[config.mk]
export PLATFORM = sky130hd
export DESIGN_NAME = tawas_thread_sched
export DESIGN_NICKNAME = d
export VERILOG_FILES = /design/src/rtl/tawas_thread_sched.sv
export SDC_FILE = /design/constraint.sdc
export NUM_CORES = 1
export LEC_CHECK = 0
export ABC_CLOCK_PERIOD_IN_PS = 4450
export BUFFER_PORTS_ARGS = -buffer_cell sky130_fd_sc_hd__buf_2
export CAP_MARGIN = 30
export CELL_PAD_IN_SITES_DETAIL_PLACEMENT = 0
export CELL_PAD_IN_SITES_GLOBAL_PLACEMENT = 1
export CORE_MARGIN = 5
export CORE_UTILIZATION = 31
export DETAILED_ROUTE_END_ITERATION = 8
export GPL_ROUTABILITY_DRIVEN = 0
export GPL_TIMING_DRIVEN = 0
export MAX_ROUTING_LAYER = met4
export PLACE_DENSITY_LB_ADDON = 0.05
export SLEW_MARGIN = 10
export SYNTH_ARGS = -nofsm -noshare
export SYNTH_HDL_FRONTEND = slang
export SYNTH_SLANG_ARGS = --single-unit
[constraint.sdc]
create_clock -name clk -period 4.45 [get_ports clk]
set_input_delay 0.89 -clock clk [delete_from_list [all_inputs] [get_ports clk]]
set_output_delay 0.89 -clock clk [all_outputs]
set_load 0.1 [all_outputs]
[src/rtl/tawas_thread_sched.sv]
// Barrel-thread scheduler: per-thread enable/stall state, a rotating issue slot, and decode/store stage tracking.
// Optional macro TAWAS_SKIP_IDLE_EN selects skip-idle issue instead of strict fixed rotation.
module tawas_thread_sched #(
    parameter int THREAD_W = 5,
    parameter logic [(1<<THREAD_W)-1:0] START_MASK = {{((1<<THREAD_W)-1){1'b0}}, 1'b1}
) (
    input  logic                     clk,
    input  logic                     rst,
    input  logic [(1<<THREAD_W)-1:0] thread_en_set,
    input  logic [(1<<THREAD_W)-1:0] thread_en_clr,
    input  logic [(1<<THREAD_W)-1:0] stall_set,
    input  logic [(1<<THREAD_W)-1:0] stall_clr,
    output logic                     thread_load_en,
    output logic [THREAD_W-1:0]      thread_load,
    output logic                     thread_decode_en,
    output logic [THREAD_W-1:0]      thread_decode,
    output logic                     thread_store_en,
    output logic [THREAD_W-1:0]      thread_store,
    output logic [(1<<THREAD_W)-1:0] thread_mask,
    output logic [(1<<THREAD_W)-1:0] thread_rdy,
    output logic                     idle
);
    localparam int N = 1 << THREAD_W;

    logic [N-1:0]        en_q;
    logic [N-1:0]        stall_q;
    logic [THREAD_W-1:0] ptr_q;
    logic                load_en_q, dec_en_q, st_en_q;
    logic [THREAD_W-1:0] load_q, dec_q, st_q;

    logic                sel_valid;
    logic [THREAD_W-1:0] sel_id;
    logic [THREAD_W-1:0] ptr_next;

    assign thread_mask = en_q;
    assign thread_rdy  = en_q & ~stall_q;
    assign idle        = ~|thread_rdy;

`ifdef TAWAS_SKIP_IDLE_EN
    logic [N-1:0]        eligible;
    logic [THREAD_W-1:0] cand;

    // Threads still in load or decode are excluded so one thread never
    // occupies two pipeline stages closer than three cycles apart.
    always_comb begin
        eligible  = thread_rdy;
        sel_valid = 1'b0;
        sel_id    = ptr_q;
        cand      = ptr_q;
        if (load_en_q) eligible[load_q] = 1'b0;
        if (dec_en_q)  eligible[dec_q]  = 1'b0;
        // Scan from the farthest offset down so the nearest eligible thread wins.
        for (int i = N - 1; i >= 0; i--) begin
            cand = ptr_q + THREAD_W'(i);
            if (eligible[cand]) begin
                sel_valid = 1'b1;
                sel_id    = cand;
            end
        end
        ptr_next = sel_valid ? sel_id + THREAD_W'(1) : ptr_q + THREAD_W'(1);
    end
`else
    assign sel_valid = thread_rdy[ptr_q];
    assign sel_id    = ptr_q;
    assign ptr_next  = ptr_q + THREAD_W'(1);
`endif

    // Stages shift every cycle with no backpressure; a stall only blocks future issue.
    always_ff @(posedge clk) begin
        if (rst) begin
            en_q      <= START_MASK;
            stall_q   <= '0;
            ptr_q     <= '0;
            load_en_q <= 1'b0;
            dec_en_q  <= 1'b0;
            st_en_q   <= 1'b0;
            load_q    <= '0;
            dec_q     <= '0;
            st_q      <= '0;
        end else begin
            en_q      <= (en_q | thread_en_set) & ~thread_en_clr;
            stall_q   <= (stall_q & ~stall_clr) | stall_set;
            ptr_q     <= ptr_next;
            load_en_q <= sel_valid;
            load_q    <= sel_id;
            dec_en_q  <= load_en_q;
            dec_q     <= load_q;
            st_en_q   <= dec_en_q;
            st_q      <= dec_q;
        end
    end

    assign thread_load_en   = load_en_q;
    assign thread_load      = load_q;
    assign thread_decode_en = dec_en_q;
    assign thread_decode    = dec_q;
    assign thread_store_en  = st_en_q;
    assign thread_store     = st_q;
endmodule

==> run metrics, run 1 <==
status=complete, no violations; Syn. warnings=0; Placement Cell Area=0.00448 mm²; xor and xnor area share after synthesis=less than 1%; Site Rows=37; Sum Neg Setup Slack=0 ns; final WL=between 10000 and 15000 µm; sequential element share of the synthesized area=between 50 and 60%; DR DRC count=0; gr usage total=16.2%; post-synthesis cell count=around 370; Setup crit start kind=flip-flop; simple-gate area share of the yosys netlist=27.9%; Post-synth EDFFs=0; worst-skew pair later-pin latency=0.35 ns; complex-gate fraction of the synthesized area=7.86%; Layout area overhead=43.4%; Peak Freq=355 MHz; via count=approximately 3200; CTS tree=done; Worst Path Max Fanout=3; CTS Hold Bufs=0; share of post-route cells with drive strength above 1=around 40%; sequential cell area=0.00174 mm²; DP Wirelength=8290 µm; CTS resizes=0; largest net degree at the start of global routing=15; Final Slew Violations=0; vias in the first global route=3269; worst reg2reg startpoint=ptr_q[2]$_SDFF_PP0_; Mapped Area=0.00325 mm²; initial antenna violation count=0; max-cap violation count=0; Most used DFF post-synth=dfxtp_1; CTS Buf Count=9; Layout Cell Area excl Fill=0.00466 mm²; WP data arrival=1.93 ns; GR Overflow Total=0; Die W=~110 µm; #FFs+latches synth=87; worst min path class=flip-flop to flip-flop; footprint of the multi-input gates=0.00132 mm²; H-tree Lvls=3; DR WL/cell=13.9 µm; IO buf count=~210; FF-to-FF End=thread_load_en$_SDFF_PP0_; Synth Area in Adders=less than 1%; leak pwr=2.42 nW; Tmin final=2.82 ns; VDD IR-drop max=0.000148 V; Worst-path clk slew=around 0.09 ns; min-delay src=thread_decode[0]$_SDFF_PP0_; Ports=213; Hold EP=thread_store[0]$_SDFF_PP0_; die area=0.0126 mm²; Worst Hold Depth=1; clock skew=approximately 0.015 ns; global-route wire length before repair=16000 µm; Antenna Nets Post-Route=0; PD cells=approximately 390 mW/mm²; CP Capture Type=output port; Slew headroom=~56%; r2r setup slk=2.77 ns; clk root buf=clkbuf_8; WS Path Type=flip-flop to output port; Max clock buf depth=2; largest family of logic cells by synthesized area=simple AND/OR/NAND/NOR gates; Syn Nets=498; Reg2Reg Depth=5; DR vias/cell=4.41; Least-Margin Pin Slew=0.666 ns; Antenna diodes=0; RSZ-0062 raised after global routing=false; asr flop ratio synth=0%; period utilization=a little under two thirds; Initial DRT Pass Iterations=5; Clock Sinks=87; fill count=1127; mux cell area share after synthesis=~3.5%; endpoints failing hold=0; Hold Slack=0.456 ns; syn avg cell area=between 8 and 9 µm²; CORE AREA=0.0103 mm²; Setup-failing EPs final=0; Yosys cell types=37; Initial Util=31.6%; Die H=112 µm; NumNets Final=roughly 700; postcts setup bufs=0; DRT iter0 DRCs=73; CP required=3.56 ns
==> layout by cell type, fill, tap and decap left out, types with 8 or more instances in the layout <==
master    Yosys  routed
a21oi_1      32      32
buf_2         1     212
clkbuf_1      9      10
clkbuf_8      0      11
dfxtp_1      87      87
inv_1        35      35
nor2_1       77      77
nor2b_1      43      43
nor3_1       32      32
nor4_1        8       8
==> sequential cells by signal, summed over array words and instances, names as in the netlist <==
name / count
ptr_q: 5
stall_q: 32
thread_decode: 5
thread_decode_en: 1
thread_load: 5
thread_load_en: 1
thread_mask: 32
thread_store: 5
thread_store_en: 1
==> cells by family after synthesis <==
kind of cell,after synthesis
flops,87
simple gates,177
xor+xnor,3
fa+ha+maj,1
buf+inv,49
compound gates,44
mux,6
==> per-stage QoR <==
stage	utilization [%]	setup WS, ns	instances	power [mW]
after CTS	45.3	1.60	730	1.83
after global placement	43.5	2.01	714	1.30
final	45.3	1.63	730	1.80
after floorplan	-	0.405	367	1.19
after global routing	45.3	1.53	730	1.89
after detailed placement	43.5	2.01	714	1.31
==> power by group <==
part / switching, mW / internal, mW
Combinational: 0.328 / 0.110
Sequential: 0.0264 / 0.819
Clock: 0.284 / 0.235
==> cell usage after synthesis, types with 2 or more instances <==
cell	count	area share [%]
xnor2_1	2	0.54
mux4_2	3	2.1
nor3_1	32	4.9
nor2_1	77	8.9
inv_1	35	4.0
dfxtp_1	87	54
a31oi_1	2	0.38
nand3_1	3	0.46
nand4_1	3	0.58
clkbuf_1	9	1.0
a2111oi_0	2	0.54
buf_1	2	0.23
nor4b_1	2	0.54
o311ai_0	2	0.54
nor2b_1	43	8.3
nor2b_4	3	1.3
a21oi_1	32	4.9
nor4bb_1	2	0.62
nor4_1	8	1.5
==> area by class of cell <==
cell class / instances / share of cell area [%]
sequential: 87 / 37.4
multi-input combinational: 231 / 28.2
timing repair buffer: 211 / 22.7
tap: 136 / 3.65
clock buffer: 12 / 3.33
inverter: 36 / 2.90
buffer: 13 / 1.23
clock inverter: 4 / 0.644
==> worst max-delay path by stage <==
stage / endpoint / slack, ns / startpoint
5_1_grt: idle / 1.53 / thread_mask[30]$_SDFF_PP0_
3_5_place_dp: idle / 2.01 / thread_mask[30]$_SDFF_PP0_
2_1_floorplan: idle / 0.41 / thread_mask[6]$_SDFF_PP0_
4_1_cts: idle / 1.60 / thread_mask[30]$_SDFF_PP0_
6_report: idle / 1.63 / thread_mask[30]$_SDFF_PP0_
3_3_place_gp: idle / 2.01 / thread_mask[30]$_SDFF_PP0_
==> routing by layer <==
layer  global-route usage [%]  up-vias  share of wire [%]
li1                         -     1660                  -
met1                     19.9     1434                 44
met2                     26.6      116                 47
met3                     3.77       11                6.9
met4                     5.05        0                1.3
met5                        -        -                  0
==> critical path, stage by stage, from the launching register on <==
cell and delay, ns:
dfxtp_1 0.33, nor2b_1 0.16, nor4_1 0.35, nand4_1 0.19, nor2_1 0.11, buf_2 0.43
Power figures use the tool's default switching activity.
==> run 2: changes to the inputs <==
ABC_CLOCK_PERIOD_IN_PS = 2800   (was 4450)
CORE_UTILIZATION = 29   (was 31)
clock period = 2.8 ns   (was 4.45 ns; I/O delays follow)
==> run metrics, run 2 (same netlist as run 1, synthesis figures left out) <==
FF-to-FF End=thread_load_en$_SDFF_PP0_; final WL=between 10000 and 15000 µm; commonest non-fill, non-tap cell in the layout=buf_2; DR vias/cell=4.35; clock skew=0.00950 ns; Max clock buf depth=2; CTS tree=done; share of post-route cells with drive strength above 1=44.4%; DR WL/cell=around 14 µm; period utilization=92.8%; global-route wire length before repair=15900 µm; max-cap violation count=0; Worst-path clk slew=0.08 ns; CTS Buf Count=9; fill count=1160; leak pwr=between 2 and 2.5 nW; Antenna diodes=0; die area=0.0134 mm²; worst-skew pair later-pin latency=0.35 ns; vias in the first global route=3264; largest net degree at the start of global routing=13; DRT met1 WL=4610 µm; GR Overflow Total=0; Die W=116 µm; NumNets Final=720; WP data arrival=2.04 ns; most frequent cells in the layout=buf_2 (212), dfxtp_1 (87), nor2_1 (76); CP Capture Type=output port; r2r setup slk=around 1.0 ns; endpoints failing hold=0; DR DRC count=0; Sum Neg Setup Slack=0 ns; via count=3187; met2 routed WL=4830 µm; CTS Hold Bufs=0; CORE AREA=0.0109 mm²; DP Wirelength=8450 µm; CTS resizes=0; sequential cell area=0.00174 mm²; DRT iter0 DRCs=70; Setup crit start kind=flip-flop; worst min path class=input pin to flip-flop; Worst Path Max Fanout=3; Antenna Nets Post-Route=0; Die H=approximately 120 µm; met3 WL=between 800 and 900 µm; H-tree Lvls=3; initial antenna violation count=0; VDD IR-drop max=about 0.00029 V; CP max stage cell=buf_2; cells along the critical path=nor2b_4, nor4_1, nand4_1, nor2_4, buf_2; Layout area overhead=50.3%; Initial Util=29.8%; Site Rows=38; clk root buf=clkbuf_8; CP required=~2.2 ns; WS Path Type=flip-flop to output port; gr usage total=15.9%; Placement Cell Area=0.00471 mm²; Worst Hold Depth=2; RSZ-0062 raised after global routing=false; Layout Cell Area excl Fill=slightly below 0.005 mm²; PD cells=around 590 mW/mm²; min-delay src=thread_en_clr[7]; Initial DRT Pass Iterations=4; Slew headroom=54.9%; IO buf count=211; Least-Margin Pin Slew=a little under 0.7 ns; status=complete, no violations; CP peak stage delay=0.44 ns; Reg2Reg Depth=5; Final Slew Violations=0; Peak Freq=just under 400 MHz; Setup-failing EPs final=0; footprint of the multi-input gates=0.00154 mm²; Ports=213; top routing layer used=met4; Tmin final=2.60 ns; worst reg2reg startpoint=ptr_q[2]$_SDFF_PP0_; postcts setup bufs=0; CP delay by family, top=simple AND/OR/NAND/NOR gates; Clock Sinks=87; CP bufs+invs=1; Hold EP=thread_mask[7]$_SDFF_PP0_
-- run 2: cell count changes in the layout (fill, tap and decap cells not counted) --
cell / delta
clkbuf_1: +2
clkbuf_8: +1
clkinv_2: -1
clkinv_4: -2
clkinvlp_4: -1
nor2_1: -1
nor2_4: +1
nor2b_1: -29
nor2b_4: +29
-- run 2: per-layer routing --
layer  track usage, %  vias to the layer above
met5                -                        -
met4             5.80                        0
met3             4.23                        8
met2             24.8                      117
met1             19.7                     1405
li1                 -                     1657
-- run 2: final cells by class --
type                       instances  share of cell area, %
sequential                        87                   35.7
buffer                            13                   1.18
clock buffer                      15                   3.61
inverter                          36                   2.77
timing repair buffer             211                   21.6
multi-input combinational        231                   31.5
tap                              140                   3.59
-- run 2: through the flow --
step           instances  power, mW  hold WS, ns  setup slack (ns)  util (%)
2_1_floorplan        367       1.92        0.497             0.140         -
3_3_place_gp         718       2.11        0.443             0.595      43.2
6_report             733       2.88        0.356             0.202      44.8
3_5_place_dp         718       2.11        0.452             0.599      43.2
4_1_cts              733       2.94        0.325             0.165      44.8
5_1_grt              733       3.04        0.330            0.0550      44.8
-- run 2: worst max-delay path by stage --
stage | start | to | slack (ns) | depth (start not counted)
after floorplan | thread_mask[6]$_SDFF_PP0_ | idle | 0.14 | 4
after global placement | thread_mask[7]$_SDFF_PP0_ | idle | 0.59 | 5
after detailed placement | stall_q[7]$_SDFF_PP0_ | idle | 0.60 | 5
after CTS | thread_mask[7]$_SDFF_PP0_ | idle | 0.16 | 5
after global routing | thread_mask[7]$_SDFF_PP0_ | idle | 0.06 | 5
final | thread_mask[7]$_SDFF_PP0_ | idle | 0.20 | 5
-- run 2: worst reg2reg max path, cell delays in order (launching register included) --
cell	delay [ns]
dfxtp_1	0.37
inv_1	0.20
a311o_1	0.39
o311ai_0	0.41
o32a_1	0.23
o21ai_1	0.06
-- run 2: power breakdown --
part / internal, mW / switching, mW
clock: 0.393 / 0.415
combinational: 0.195 / 0.524
sequential: 1.30 / 0.0563
total: 1.89 / 0.996
